File: src/rtl/fetch_queue.sv
// Instruction-fetch front end: issues IMEM requests, queues returned words with their PCs, and hands them to the decoder.
// Latency: request in n -> response n+1 (1-cycle memory) -> INST_VALID n+2; redirect at t -> new instruction valid at t+3.
// Backpressure: INST_READY low holds the head; requests stop once queued + in-flight words reach DEPTH (credit check).
//
// Ports:
//   CLK, RSTN                     clock (rising edge), asynchronous active-low reset
//   IMEM_REQ/IMEM_ADDR            fetch request and address, accepted every cycle IMEM_REQ is high
//   IMEM_RVALID/IMEM_RDATA        in-order response from instruction memory
//   REDIRECT_VALID/REDIRECT_PC    flush everything and restart fetch at REDIRECT_PC
//   INST_VALID/INST/INST_PC       queue head towards the decoder
//   INST_READY                    decoder accepts the head
//   COUNT                         queue occupancy
module fetch_queue #(
  parameter int unsigned       XLEN     = 32,
  parameter int unsigned       ADDR_W   = 32,
  parameter int unsigned       DEPTH    = 4,
  parameter int unsigned       PC_INC   = 1,
  parameter logic [ADDR_W-1:0] RESET_PC = '0
) (
  input  logic                       CLK,
  input  logic                       RSTN,
  output logic                       IMEM_REQ,
  output logic [ADDR_W-1:0]          IMEM_ADDR,
  input  logic                       IMEM_RVALID,
  input  logic [XLEN-1:0]            IMEM_RDATA,
  input  logic                       REDIRECT_VALID,
  input  logic [ADDR_W-1:0]          REDIRECT_PC,
  output logic                       INST_VALID,
  output logic [XLEN-1:0]            INST,
  output logic [ADDR_W-1:0]          INST_PC,
  input  logic                       INST_READY,
  output logic [$clog2(DEPTH+1)-1:0] COUNT
);

  localparam int unsigned       CW  = $clog2(DEPTH + 1);
  localparam int unsigned       PW  = $clog2(DEPTH);
  localparam logic [ADDR_W-1:0] INC = ADDR_W'(PC_INC);

  logic [ADDR_W-1:0] fetch_pc_q, fetch_pc_d;
  logic [ADDR_W-1:0] resp_pc_q, resp_pc_d;
  logic [CW-1:0]     count_q, count_d;
  logic [CW-1:0]     inflight_q, inflight_d;
  logic [CW-1:0]     discard_q, discard_d;
  logic [PW-1:0]     wr_ptr_q, wr_ptr_d;
  logic [PW-1:0]     rd_ptr_q, rd_ptr_d;

  logic [XLEN-1:0]   inst_mem_q [DEPTH];
  logic [ADDR_W-1:0] pc_mem_q   [DEPTH];

  logic [CW:0] credit_used;
  logic        issue, resp, push, pop;

  // Every queued or outstanding word holds a slot, so a push can never find the queue full.
  assign credit_used = {1'b0, count_q} + {1'b0, inflight_q};
  assign IMEM_REQ    = RSTN & ~REDIRECT_VALID & (credit_used < (CW + 1)'(DEPTH));
  assign IMEM_ADDR   = fetch_pc_q;
  assign issue       = IMEM_REQ;

  // A response with nothing outstanding (e.g. one issued before a reset) is ignored.
  assign resp = IMEM_RVALID & (inflight_q != '0);
  assign push = resp & (discard_q == '0) & ~REDIRECT_VALID;

  assign INST_VALID = (count_q != '0) & ~REDIRECT_VALID;
  assign pop        = INST_VALID & INST_READY;
  assign INST       = inst_mem_q[rd_ptr_q];
  assign INST_PC    = pc_mem_q[rd_ptr_q];
  assign COUNT      = count_q;

  always_comb begin
    fetch_pc_d = fetch_pc_q;
    resp_pc_d  = resp_pc_q;
    count_d    = count_q;
    discard_d  = discard_q;
    wr_ptr_d   = wr_ptr_q;
    rd_ptr_d   = rd_ptr_q;
    inflight_d = inflight_q + CW'(issue) - CW'(resp);

    if (REDIRECT_VALID) begin
      fetch_pc_d = REDIRECT_PC;
      resp_pc_d  = REDIRECT_PC;
      count_d    = '0;
      wr_ptr_d   = '0;
      rd_ptr_d   = '0;
      // Every word still outstanding after this cycle belongs to the old stream,
      // including ones already marked for discard, so discard tracks inflight exactly.
      discard_d  = inflight_q - CW'(resp);
    end else begin
      if (issue) fetch_pc_d = fetch_pc_q + INC;
      if (resp && (discard_q != '0)) discard_d = discard_q - CW'(1);
      if (push) begin
        resp_pc_d = resp_pc_q + INC;
        wr_ptr_d  = wr_ptr_q + PW'(1);
      end
      if (pop) rd_ptr_d = rd_ptr_q + PW'(1);
      count_d = count_q + CW'(push) - CW'(pop);
    end
  end

  always_ff @(posedge CLK or negedge RSTN) begin
    if (!RSTN) begin
      fetch_pc_q <= RESET_PC;
      resp_pc_q  <= RESET_PC;
      count_q    <= '0;
      inflight_q <= '0;
      discard_q  <= '0;
      wr_ptr_q   <= '0;
      rd_ptr_q   <= '0;
    end else begin
      fetch_pc_q <= fetch_pc_d;
      resp_pc_q  <= resp_pc_d;
      count_q    <= count_d;
      inflight_q <= inflight_d;
      discard_q  <= discard_d;
      wr_ptr_q   <= wr_ptr_d;
      rd_ptr_q   <= rd_ptr_d;
    end
  end

  // Payload storage needs no reset: COUNT gates its visibility.
  always_ff @(posedge CLK) begin
    if (push) begin
      inst_mem_q[wr_ptr_q] <= IMEM_RDATA;
      pc_mem_q[wr_ptr_q]   <= resp_pc_q;
    end
  end

endmodule

File: config.mk
export PLATFORM = sky130hd
export DESIGN_NAME = fetch_queue
export DESIGN_NICKNAME = d
export VERILOG_FILES = /design/src/rtl/fetch_queue.sv
export SDC_FILE = /design/constraint.sdc
export NUM_CORES = 1
export LEC_CHECK = 0
export ABC_AREA = 1
export ABC_CLOCK_PERIOD_IN_PS = 5300
export BUFFER_PORTS_ARGS = -buffer_cell sky130_fd_sc_hd__buf_4
export CAP_MARGIN = 20
export CORE_UTILIZATION = 59
export DETAILED_ROUTE_END_ITERATION = 8
export GPL_TIMING_DRIVEN = 0
export PLACE_DENSITY = 0.77
export RECOVER_POWER = 100
export SLEW_MARGIN = 0
export SYNTH_ARGS = -nofsm -noshare
export SYNTH_HDL_FRONTEND = slang
export SYNTH_SLANG_ARGS = --single-unit
File: constraint.sdc
create_clock -name CLK -period 5.3 [get_ports CLK]
set_input_delay 0.795 -clock CLK [delete_from_list [all_inputs] [get_ports CLK]]
set_output_delay 0.795 -clock CLK [all_outputs]
set_load 0.1 [all_outputs]
==> results.txt, run 1 <==
----------------------------------------------------
[Timing]
  RSZ-0062 raised after global routing ... false
  Highest clock rate ... 233.3 MHz
  Crit path time final ... 4287 ps
  Post-route fraction of the period consumed by the critical path ... 0.8089
  Actual slew at the worst max-slew pin ... 1454 ps
  Final Skew ... 26.55 ps
  # setup viols final ... 0
  Hold violation count in the final report ... 0
  Worst hold margin ... 532.5 ps
  Final number of max-transition violations ... 0
  Final worst slack ... 1013 ps
  Relative slew slack ... 0.02703

[Route]
  Total Wirelength ... 38.21 mm
  Count of antenna-violating nets left after detailed routing ... 0
  DRC violation count after routing ... 0
  Total number of vias ... 11,472
  Routed wire length per instance ... 19.46 um
  Total iterations of the first detailed-routing run ... 5
  Vias per cell ... slightly below 6
  Number of DRC markers after the initial detailed-route iteration ... 1,078

[Hold path]
  Worst min path class ... primary input to flip-flop
  Worst hold path stage count ... 1

[Floorplanning]
  Area of the core ... 24,390 um^2
  Full die area ... 25,570 um^2
  Site Rows ... between 50 and 60
  Die X ... 159.9 um
  Total I/O pin count ... 170
  Height of the die ... 159.9 um
  Starting utilization of the core area ... 0.6031

[Synth]
  Post-synthesis share of cell area spent on xor and xnor gates ... 0.01370
  Yosys synthesis warning count ... 0
  Mapped Cells ... around 1,400
  Main flop type after synthesis ... sky130_fd_sc_hd__edfxtp_1
  Syn_nets ... 1,487
  Combinational family with the most area after synthesis ... simple AND/OR/NAND/NOR gates
  Post-synth EDFFs ... ~260
  Post-Syn Area per Cell ... 10.51 um^2
  Compound-gate portion of the synthesized area ... 0.1013
  Simple-Gate Fraction of Synth Area ... 0.1700
  Flop and latch count out of synthesis ... 333
  Arithmetic-cell share of the synthesized area counting full adders, half adders and majority gates ... 0.01633
  Count of different cell masters after synthesis ... 38
  Mux cell area share after synthesis ... 0
  Sequential share of the synthesized area ... 0.6536
  Async set-reset flop share out of synthesis ... 0.2312
  Cell area after technology mapping ... ~15,000 um^2

[Finish]
  Final net count ... approximately 1,700
  Area Growth Syn to Fin ... 16.71%
  Post-route cell area ... 17,170 um^2
  Fin util ... 0.7039
  Highest-count cells in the layout ignoring fill and taps ... sky130_fd_sc_hd__edfxtp_1, sky130_fd_sc_hd__nand2_1, sky130_fd_sc_hd__nor2_1
  Share of final-layout standard cells stronger than drive strength 1 ... 0.08298
  Diode insertion count for antenna repair ... 0
  Commonest non-fill, non-tap cell in the layout ... sky130_fd_sc_hd__edfxtp_1

[Worst setup path]
  Data arrival at the endpoint of the critical path ... around 3500 ps
  Largest fanout on the critical path ... 10
  Crit-path most repeated cell ... sky130_fd_sc_hd__clkbuf_1
  Crit start category ... flip-flop
  Crit-path cells ... clkbuf_1 -> inv_1 -> buf_2 -> clkbuf_1 -> nor2_1 -> o22ai_1 -> clkbuf_1
  Kind of end point of the critical path ... output pin
  Required time at the endpoint of the critical path ... 4510 ps
  Setup slack, reg-to-reg ... 1260 ps
  Crit Path Class ... flip-flop to output pin
  Critical Path Max Stage Delay ... ~900 ps
  Cell with the largest stage delay on the worst path ... sky130_fd_sc_hd__clkbuf_1
  Number of cells on the worst reg-to-reg path ... 8

[CTS]
  Total clock sinks ... 333
  Number of buffers added for setup after CTS ... 0
  Clock Tree Buf Depth ... 3
  Insertion delay of the later-clocked pin in the worst-skew pair ... ~530 ps
  CTS tree ... built
  Number of hold buffers added after CTS ... 0
  Clk pin slew, worst setup/hold paths ... around 60 ps
  Cell at the root of the clock tree ... sky130_fd_sc_hd__clkbuf_16
  # H-tree levels ... 2
  Count of instances resized after the clock tree is built ... 0
  TritonCTS buffer count ... 34

[Global route]
  Number of antenna violations at the first check in global routing ... 0
  Total congestion overflow ... 0
  Pin count of the biggest net entering global routing ... 79
  GRT Util Overall ... 0.3021
  First-pass GRT wire length ... 59.35 mm
  Number of global-route vias before repair ... 11,242

[Power]
  Leakage ... 6.467 nW
  Net switching component of the power ... 0.004420 W
  Share of power burned in the clock network ... 0.260
  Sw Ratio ... 0.4645
  Maximum ir drop on the vdd rail ... 360.5 uV
  Power per unit of standard cell area ... 554.3 nW/um^2
  Comb pwr share ... 0.390
  Total Power ... 0.009515 W
  Internal power ... 0.005096 W
  Share of power burned in registers ... 0.351

[Job]
  Max-cap violations ... 0

[Status]
  Run status ... finished, final reports clean

[Placement]
  Routability congestion estimate ... 0.9711
  Half-perimeter wire length after placement ... approximately 25 mm
  Placement Setup Slack ... 1591 ps
  Number of input and output port buffers inserted ... 168
  Cell area after placement ... about 17,000 um^2

----------------------------------------------------
-- cells by family (layout without fill, tap and decap cells) --
group                      count (synthesis)  in the layout
xor gates and xnor gates                  23             23
and+or+nand+nor                          595            595
DFF                                      333            333
buffers and inverters                    161            400
AOI/OAI and AO/OA                        270            270
adders and majority gates                 18             18
-- synthesized netlist by cell type (all sizes together) (2+ instances only) --
cell type / number / area share
dfrtp: 77 / 0.13
or2: 2 / 0.00085
edfxtp: 256 / 0.52
inv: 103 / 0.026
fa: 2 / 0.0027
nand3: 79 / 0.027
and3: 3 / 0.0013
xor2: 16 / 0.0095
o21ai: 166 / 0.056
nor3: 8 / 0.0031
xnor2: 7 / 0.0042
nor2: 236 / 0.065
o21bai: 6 / 0.0031
nand2: 249 / 0.065
a21oi: 20 / 0.0068
clkbuf: 35 / 0.0089
ha: 16 / 0.014
o211ai: 10 / 0.0051
nand4: 14 / 0.0060
buf: 22 / 0.0094
nand3b: 3 / 0.0015
o22ai: 64 / 0.027
a31oi: 2 / 0.00085
-- final cells by class --
type                    count  area, um^2
fillers                  1879        7223
clock buffers              39       890.9
clock inverters            23       269.0
repair buffers            177       944.7
multi-input cells         906        4415
inverters                 104       392.9
well taps                 324       405.4
plain buffers              57       235.2
flip-flops and latches    333        9614
-- metal layers --
metal  share of wire  global-route usage  wire length [um]
met1            0.39              0.3946             14980
met2            0.49              0.5117             18710
met3           0.083             0.04104              3152
met4           0.036              0.1273              1364
met5               0                   0                 0
-- critical path: cells and delay by family, from the launching register on --
family / cells / cell delay [ps]
DFF: 1 / 390
AOI/OAI and AO/OA: 1 / 260
and+or+nand+nor: 1 / 110
buffers and inverters: 5 / 2220
-- metrics by stage --
stage | setup TNS, ps | cells
after global placement | -357190 | 1892
after detailed placement | 0 | 1900
after global routing | 0 | 1963
after CTS | 0 | 1962
final | 0 | 1963
after floorplan | 0 | 1400
-- registers in the layout, summed over array words and instances, names as in the netlist --
name        count
resp_pc_q      32
pc_mem_q      128
inst_mem_q    128
rd_ptr_q        2
COUNT           3
IMEM_ADDR      32
inflight_q      3
wr_ptr_q        2
discard_q       3
-- final timing paths --
| kind | startpoint | end |
|---|---|---|
| min in group asynchronous | RSTN | IMEM_ADDR[30]$_DFFE_PN0P_ |
| max | rd_ptr_q[0]$_DFFE_PN0P_ | INST_PC[23] |
| max in group asynchronous | RSTN | resp_pc_q[2]$_DFFE_PN0P_ |
| min reg2reg | wr_ptr_q[0]$_DFFE_PN0P_ | wr_ptr_q[0]$_DFFE_PN0P_ |
| max reg2reg | inflight_q[1]$_DFF_PN0_ | inst_mem_q[1][16]$_DFFE_PP_ |
| min | IMEM_RDATA[1] | inst_mem_q[0][1]$_DFFE_PP_ |
-- power by group through the flow --
stage / combinational (W) / sequential, W / clock (W)
final: 0.00371 / 0.00334 / 0.00247
after detailed placement: 0.00395 / 0.00338 / 0
after global routing: 0.00390 / 0.00336 / 0.00261
after floorplan: 0.00259 / 0.00375 / 0
after global placement: 0.00388 / 0.00338 / 0
after CTS: 0.00397 / 0.00333 / 0.00249
(Power assumes the default switching activity.)
==> run 2: changes to the inputs <==
--- a/config.mk
+++ b/config.mk
@@ -6,13 +6,13 @@
 export NUM_CORES = 1
 export LEC_CHECK = 0
 export ABC_AREA = 1
-export ABC_CLOCK_PERIOD_IN_PS = 5300
+export ABC_CLOCK_PERIOD_IN_PS = 3800
 export BUFFER_PORTS_ARGS = -buffer_cell sky130_fd_sc_hd__buf_4
 export CAP_MARGIN = 20
-export CORE_UTILIZATION = 59
+export CORE_UTILIZATION = 53
 export DETAILED_ROUTE_END_ITERATION = 8
 export GPL_TIMING_DRIVEN = 0
-export PLACE_DENSITY = 0.77
+export PLACE_DENSITY = 0.73
 export RECOVER_POWER = 100
 export SLEW_MARGIN = 0
 export SYNTH_ARGS = -nofsm -noshare
==> constraint.sdc (replaced) <==
create_clock -name CLK -period 3.8 [get_ports CLK]
set_input_delay 0.57 -clock CLK [delete_from_list [all_inputs] [get_ports CLK]]
set_output_delay 0.57 -clock CLK [all_outputs]
set_load 0.1 [all_outputs]
==> results.txt, run 2 (synthesis gave the netlist of run 1 again) <==
----------------------------------------------------
[CTS]
  Number of hold buffers added after CTS ... 0 (unchanged)
  Clock Tree Buf Depth ... 3 (unchanged)
  Cell at the root of the clock tree ... sky130_fd_sc_hd__clkbuf_16 (unchanged)
  Clk pin slew, worst setup/hold paths ... 60 ps (about the same)
  # H-tree levels ... 2 (unchanged)
  Total clock sinks ... 333 (unchanged)
  Insertion delay of the later-clocked pin in the worst-skew pair ... 530 ps (about the same)
  CTS tree ... built (unchanged)
  TritonCTS buffer count ... 35 (was 34)
  Number of buffers added for setup after CTS ... 0 (unchanged)
  Count of instances resized after the clock tree is built ... 0 (unchanged)

[Worst setup path]
  Data arrival at the endpoint of the critical path ... 2900 ps (was 3490 ps)
  Setup slack, reg-to-reg ... 590 ps (was 1260 ps)
  Worst reg2reg path endpoint ... inst_mem_q[0][1]$_DFFE_PP_ (was inst_mem_q[1][16]$_DFFE_PP_)
  Crit start category ... flip-flop (unchanged)
  Kind of end point of the critical path ... output pin (unchanged)
  Largest fanout on the critical path ... 10 (unchanged)
  Crit Path Class ... flip-flop to output pin (unchanged)
  Source of the worst register-to-register timing path ... inflight_q[1]$_DFF_PN0_ (unchanged)
  Required time at the endpoint of the critical path ... 3230 ps (was 4510 ps)
  Number of cells on the worst reg-to-reg path ... 9 (was 8)

[Timing]
  Worst hold margin ... -24.50 ps (was 532.5 ps)
  Hold violation count in the final report ... 29 (was 0)
  Final worst slack ... 334.7 ps (was 1013 ps)
  Post-route fraction of the period consumed by the critical path ... 0.9119
  # setup viols final ... 0 (unchanged)
  Highest clock rate ... 288.6 MHz
  Crit path time final ... 3465 ps
  Final Skew ... 10.02 ps (was 26.55 ps)
  Relative slew slack ... 0.2243 (was 0.02703)
  Final number of max-transition violations ... 0 (unchanged)
  RSZ-0062 raised after global routing ... false (unchanged)
  Actual slew at the worst max-slew pin ... 1169 ps (was 1454 ps)

[Power]
  Leakage ... 6.674 nW (was 6.467 nW)
  Net switching component of the power ... 0.006126 W (was 0.004420 W)
  Maximum ir drop on the vdd rail ... 532.1 uV (was 360.5 uV)
  Share of power burned in the clock network ... 0.247 (was 0.260)
  Comb pwr share ... 0.400 (was 0.390)
  Power per unit of standard cell area ... 761.0 nW/um^2 (was 554.3 nW/um^2)
  Sw Ratio ... 0.4641 (was 0.4645)
  Share of power burned in registers ... 0.352 (was 0.351)
  Internal power ... 0.007073 W (was 0.005096 W)

[Route]
  Total Wirelength ... 36.80 mm (was 38.21 mm)
  Vias per cell ... 5.501 (was 5.844)
  Count of antenna-violating nets left after detailed routing ... 0 (unchanged)
  Routed wire length per instance ... 18.30 um (was 19.46 um)
  Number of DRC markers after the initial detailed-route iteration ... 1,145 (was 1,078)
  DRC violation count after routing ... 0 (unchanged)
  Total number of vias ... 11,063 (was 11,472)
  Total iterations of the first detailed-routing run ... 5 (unchanged)

[Global route]
  First-pass GRT wire length ... 57.75 mm (was 59.35 mm)
  Number of antenna violations at the first check in global routing ... 0 (unchanged)
  Total congestion overflow ... 0 (unchanged)
  Pin count of the biggest net entering global routing ... 79 (unchanged)
  Number of global-route vias before repair ... 10,742 (was 11,242)
  GRT Util Overall ... 0.2641 (was 0.3021)

[Finish]
  Final net count ... 1,701 (was 1,700)
  Sequential cell area in the final layout ... 9614 um^2 (unchanged)
  Area Growth Syn to Fin ... 17.91% (was 16.71%)
  Area of the multi-input gates ... 4427 um^2 (was 4415 um^2)
  Highest-count cells in the layout ignoring fill and taps ... sky130_fd_sc_hd__edfxtp_1, sky130_fd_sc_hd__nand2_1, sky130_fd_sc_hd__nor2_1 (unchanged)
  Largest registers ... inst_mem_q x128, pc_mem_q x128 (unchanged)
  Diode insertion count for antenna repair ... 0 (unchanged)
  Non-filler instance count after layout ... 2,011 (was 1,963)
  Commonest non-fill, non-tap cell in the layout ... sky130_fd_sc_hd__edfxtp_1 (unchanged)
  Share of final-layout standard cells stronger than drive strength 1 ... 0.1165 (was 0.08298)
  Final-layout fill cell count ... 2,218 (was 1,879)

[Placement]
  Number of instances in the placed design ... 1,948 (was 1,900)
  Half-perimeter wire length after placement ... 25.54 mm (was 25.39 mm)
  Number of input and output port buffers inserted ... 168 (unchanged)
  Routability congestion estimate ... 0.9842 (was 0.9711)
  Placement Setup Slack ... 535.3 ps (was 1591 ps)

[Floorplanning]
  Area of the core ... 27,100 um^2 (was 24,390 um^2)
  Site Rows ... 60 (was 57)
  Die X ... 168.6 um (was 159.9 um)
  Height of the die ... 168.6 um (was 159.9 um)
  Full die area ... 28,420 um^2 (was 25,570 um^2)
  Total I/O pin count ... 170 (unchanged)
  Starting utilization of the core area ... 0.5428 (was 0.6031)

[Hold path]
  Worst min path class ... primary input to async pin (was primary input to flip-flop)

[Status]
  Run status ... finished, violations left (was finished, final reports clean)
  Failing checks ... negative hold slack

[Job]
  Max-cap violations ... 0 (unchanged)

----------------------------------------------------
==> run 2: changes by cell type in the layout (fill, tap and decap cells not counted), moves of 3 or more <==
cell / previous run / this run
sky130_fd_sc_hd__buf_16: 1 / 4
sky130_fd_sc_hd__buf_4: 38 / 61
sky130_fd_sc_hd__bufinv_16: 5 / 2
sky130_fd_sc_hd__clkinv_1: 4 / 9
sky130_fd_sc_hd__clkbuf_2: 0 / 39
sky130_fd_sc_hd__clkbuf_1: 180 / 119
sky130_fd_sc_hd__clkinvlp_4: 3 / 0
==> run 2: power groups by stage <==
stage | clock network, W | registers, W | logic (W)
finish | 0.00327 | 0.00465 | 0.00528
global route | 0.00343 | 0.00470 | 0.00558
CTS | 0.00329 | 0.00465 | 0.00553
detailed placement | 0 | 0.00471 | 0.00552
global placement | 0 | 0.00472 | 0.00543
floorplan | 0 | 0.00522 | 0.00362
==> run 2: worst max-delay path by stage <==
stage,from,to,slack (ps),cells past startpoint
finish,rd_ptr_q[0]$_DFFE_PN0P_,INST_PC[20],330,7
CTS,rd_ptr_q[0]$_DFFE_PN0P_,INST[20],540,7
global placement,IMEM_RVALID,inst_mem_q[0][9]$_DFFE_PP_,-2810,7
floorplan,IMEM_RVALID,inst_mem_q[0][0]$_DFFE_PP_,-580,6
global route,rd_ptr_q[0]$_DFFE_PN0P_,INST_PC[20],240,7
detailed placement,RSTN,IMEM_REQ,540,7
==> run 2: worst max-delay path: stages, from the launching register on <==
cell                       delay (ps)
sky130_fd_sc_hd__dfrtp_1          390
sky130_fd_sc_hd__clkbuf_1         290
sky130_fd_sc_hd__inv_1            240
sky130_fd_sc_hd__buf_2            270
sky130_fd_sc_hd__buf_2            290
sky130_fd_sc_hd__nor2_1            70
sky130_fd_sc_hd__o22ai_1          290
sky130_fd_sc_hd__clkbuf_2         520
==> run 2: area by class of cell <==
cell class | count | share of cell area
Timing Repair Buffer | 177 | 0.06449
Clock buffer | 44 | 0.05302
Tap cell | 372 | 0.02684
Inverter | 104 | 0.02265
Clock inverter | 18 | 0.009378
Buffer | 57 | 0.01407
Multi-Input combinational cell | 906 | 0.2552
Sequential cell | 333 | 0.5543
==> run 2: layer usage <==
metal  global-route usage  up-vias  routed length [um]
li1                     -     5279                   -
met1               0.3631     5220               15410
met2               0.4386      490               17560
met3              0.03788       74                2874
met4              0.08063        0                 961
met5                    0        -                   0
==> run 2: through the flow <==
step	util	total power (W)	TNS (ps)	hold slack (ps)	instance area, um^2
6_report	0.6400	0.01320	0	-24.50	17340
5_1_grt	0.6400	0.01371	0	5.156	17340
4_1_cts	0.6544	0.01347	0	227.5	17730
3_5_place_dp	0.6145	0.01023	0	527.0	16650
3_3_place_gp	0.6066	0.01015	-691230	521.4	16440
2_1_floorplan	-	0.008845	-147810	274.4	14710
==> run 3: changes to the inputs <==
--- a/config.mk
+++ b/config.mk
@@ -9,12 +9,13 @@
 export ABC_CLOCK_PERIOD_IN_PS = 3800
 export BUFFER_PORTS_ARGS = -buffer_cell sky130_fd_sc_hd__buf_4
 export CAP_MARGIN = 20
-export CORE_UTILIZATION = 53
+export CORE_UTILIZATION = 43
 export DETAILED_ROUTE_END_ITERATION = 8
 export GPL_TIMING_DRIVEN = 0
-export PLACE_DENSITY = 0.73
+export PLACE_DENSITY = 0.61
 export RECOVER_POWER = 100
 export SLEW_MARGIN = 0
 export SYNTH_ARGS = -nofsm -noshare
 export SYNTH_HDL_FRONTEND = slang
 export SYNTH_SLANG_ARGS = --single-unit
+export TNS_END_PERCENT = 30
==> results.txt, run 3 (synthesis gave the netlist of run 1 again) <==
----------------------------------------------------
[Timing]
  Actual slew at the worst max-slew pin ... 1173 ps (was 1169 ps)
  Crit path time final ... 3636 ps (was 3465 ps)
  Worst hold margin ... 303.9 ps (was -24.50 ps)
  Highest clock rate ... 275.1 MHz (was 288.6 MHz)
  Post-route fraction of the period consumed by the critical path ... 0.9568 (was 0.9119)
  Final number of max-transition violations ... 0 (unchanged)
  Relative slew slack ... 0.2216 (was 0.2243)
  Final Skew ... 22.66 ps (was 10.02 ps)
  RSZ-0062 raised after global routing ... false (unchanged)
  Hold violation count in the final report ... 0 (was 29)
  # setup viols final ... 0 (unchanged)

[Finish]
  Largest registers ... inst_mem_q x128, pc_mem_q x128 (unchanged)
  Post-route cell area ... 17,460 um^2 (was 17,340 um^2)
  Fin util ... 0.5195 (was 0.6400)
  Commonest non-fill, non-tap cell in the layout ... sky130_fd_sc_hd__edfxtp_1 (unchanged)
  Share of final-layout standard cells stronger than drive strength 1 ... 0.1232 (was 0.1165)
  Area Growth Syn to Fin ... 18.73% (was 17.91%)
  Final net count ... 1,705 (was 1,701)
  Highest-count cells in the layout ignoring fill and taps ... sky130_fd_sc_hd__edfxtp_1, sky130_fd_sc_hd__nand2_1, sky130_fd_sc_hd__nor2_1 (unchanged)
  Diode insertion count for antenna repair ... 0 (unchanged)

[Worst setup path]
  Worst setup path endpoint ... INST_PC[12] (was INST_PC[20])
  Crit-path most repeated cell ... sky130_fd_sc_hd__clkbuf_1 (was sky130_fd_sc_hd__buf_2)
  Crit Path Class ... flip-flop to output pin (unchanged)
  Buffering stage count on the worst path with inverters included ... 5 (unchanged)
  Source of the worst register-to-register timing path ... inflight_q[1]$_DFF_PN0_ (unchanged)
  Kind of end point of the critical path ... output pin (unchanged)
  Setup slack, reg-to-reg ... 410 ps (was 590 ps)
  Worst reg2reg path endpoint ... pc_mem_q[3][28]$_DFFE_PP_ (was inst_mem_q[0][1]$_DFFE_PP_)
  Cell with the largest stage delay on the worst path ... sky130_fd_sc_hd__clkbuf_1 (was sky130_fd_sc_hd__clkbuf_2)
  Largest fanout on the critical path ... 10 (unchanged)
  Cell count along the critical path ... 7 (unchanged)
  Required time at the endpoint of the critical path ... 3230 ps (about the same)
  Data arrival at the endpoint of the critical path ... 3070 ps (was 2900 ps)
  Critical Path Max Stage Delay ... 480 ps (was 520 ps)
  Cell class contributing the biggest share of worst-path delay ... buffers and inverters (unchanged)
  Number of cells on the worst reg-to-reg path ... 9 (unchanged)
  Crit path launch ... rd_ptr_q[0]$_DFFE_PN0P_ (unchanged)
  Crit-path cells ... clkbuf_1 -> inv_1 -> buf_2 -> clkbuf_1 -> nor2_1 -> o22ai_1 -> clkbuf_4 (was clkbuf_1 -> inv_1 -> buf_2 -> buf_2 -> nor2_1 -> o22ai_1 -> clkbuf_2)
  Crit start category ... flip-flop (unchanged)

[CTS]
  TritonCTS buffer count ... 38 (was 35)
  Clk pin slew, worst setup/hold paths ... 60 ps (about the same)
  Cell at the root of the clock tree ... sky130_fd_sc_hd__clkbuf_16 (unchanged)
  Clock Tree Buf Depth ... 3 (unchanged)
  # H-tree levels ... 2 (unchanged)
  Total clock sinks ... 333 (unchanged)
  Number of buffers added for setup after CTS ... 0 (unchanged)
  Insertion delay of the later-clocked pin in the worst-skew pair ... 530 ps (about the same)
  CTS tree ... built (unchanged)

[Global route]
  Pin count of the biggest net entering global routing ... 79 (unchanged)
  First-pass GRT wire length ... 60.81 mm (was 57.75 mm)
  Number of antenna violations at the first check in global routing ... 0 (unchanged)
  Number of global-route vias before repair ... 10,782 (was 10,742)
  Total congestion overflow ... 0 (unchanged)
  GRT Util Overall ... 0.2230 (was 0.2641)

[Route]
  DRC violation count after routing ... 0 (unchanged)
  Number of DRC markers after the initial detailed-route iteration ... 826 (was 1,145)
  Count of antenna-violating nets left after detailed routing ... 0 (unchanged)
  Vias per cell ... 5.270 (was 5.501)
  Total iterations of the first detailed-routing run ... 5 (unchanged)
  Total number of vias ... 11,045 (was 11,063)
  Total Wirelength ... 38.91 mm (was 36.80 mm)
  Routed wire length per instance ... 18.56 um (was 18.30 um)

[Floorplanning]
  Site Rows ... 67 (was 60)
  Height of the die ... 187.0 um (was 168.6 um)
  Total I/O pin count ... 170 (unchanged)
  Starting utilization of the core area ... 0.4376 (was 0.5428)
  Area of the core ... 33,620 um^2 (was 27,100 um^2)
  Full die area ... 34,950 um^2 (was 28,420 um^2)
  Die X ... 187.0 um (was 168.6 um)

[Power]
  Leakage ... 6.681 nW (was 6.674 nW)
  Maximum ir drop on the vdd rail ... 377.4 uV (was 532.1 uV)
  Power per unit of standard cell area ... 765.1 nW/um^2 (was 761.0 nW/um^2)

[Placement]
  Half-perimeter wire length after placement ... 26.35 mm (was 25.54 mm)
  Number of input and output port buffers inserted ... 168 (unchanged)
  Cell area after placement ... 16,730 um^2 (was 16,650 um^2)
  Routability congestion estimate ... 0.9057 (was 0.9842)

[Status]
  Run status ... finished, final reports clean (was finished, violations left)

[Hold path]
  Worst min path class ... primary input to flip-flop (was primary input to async pin)

[Job]
  Max-cap violations ... 0 (unchanged)

----------------------------------------------------
## run 3: worst min-delay path by stage
stage / startpoint / to / slack (ps) / cells past startpoint
finish: IMEM_RDATA[4] / inst_mem_q[0][4]$_DFFE_PP_ / 300 / 1
global route: REDIRECT_PC[16] / IMEM_ADDR[16]$_DFFE_PN0P_ / 290 / 3
CTS: IMEM_RDATA[4] / inst_mem_q[0][4]$_DFFE_PP_ / 220 / 1
detailed placement: discard_q[2]$_DFFE_PN0P_ / discard_q[2]$_DFFE_PN0P_ / 550 / 2
global placement: wr_ptr_q[0]$_DFFE_PN0P_ / wr_ptr_q[0]$_DFFE_PN0P_ / 520 / 1
floorplan: RSTN / COUNT[0]$_DFF_PN0_ / 270 / 0
## run 3: layer usage
metal | part of all wire | up-vias | track usage
li1 | - | 5290 | -
met1 | 0.45 | 5301 | 0.3179
met2 | 0.47 | 394 | 0.3555
met3 | 0.062 | 60 | 0.03208
met4 | 0.024 | 0 | 0.06494
met5 | 0 | - | 0
## run 3: final cells by class
type | count | area (um^2)
Tap cell | 448 | 560.5
Inverter | 104 | 392.9
Clock inverter | 22 | 162.7
Timing Repair Buffer | 178 | 1041
Clock buffer | 48 | 1020
Multi-Input combinational cell | 906 | 4431
Fill cell | 3049 | 16150
Sequential cell | 333 | 9614
Buffer | 57 | 242.7
## run 3: stage by stage
| stage | setup WS, ps | instances | TNS (ps) | total power, W |
|---|---|---|---|---|
| 2_1_floorplan | -577.4 | 1400 | -148410 | 0.008841 |
| 3_3_place_gp | -3026 | 2016 | -761730 | 0.01022 |
| 3_5_place_dp | 468.0 | 2024 | 0 | 0.01028 |
| 4_1_cts | 462.7 | 2094 | 0 | 0.01373 |
| 5_1_grt | 73.99 | 2096 | 0 | 0.01392 |
| 6_report | 164.3 | 2096 | 0 | 0.01336 |
## run 3: timing repair
action | in CTS | in global routing
resized for setup | 0 | 0
hold buffers | 0 | 1
endpoints found under the hold margin | 0 | 14
## run 3: power breakdown
group	internal, W	switching, W
Sequential	0.00428	0.000376
Clock	0.00198	0.00147
Combinational	0.000875	0.00437
Total	0.00714	0.00622
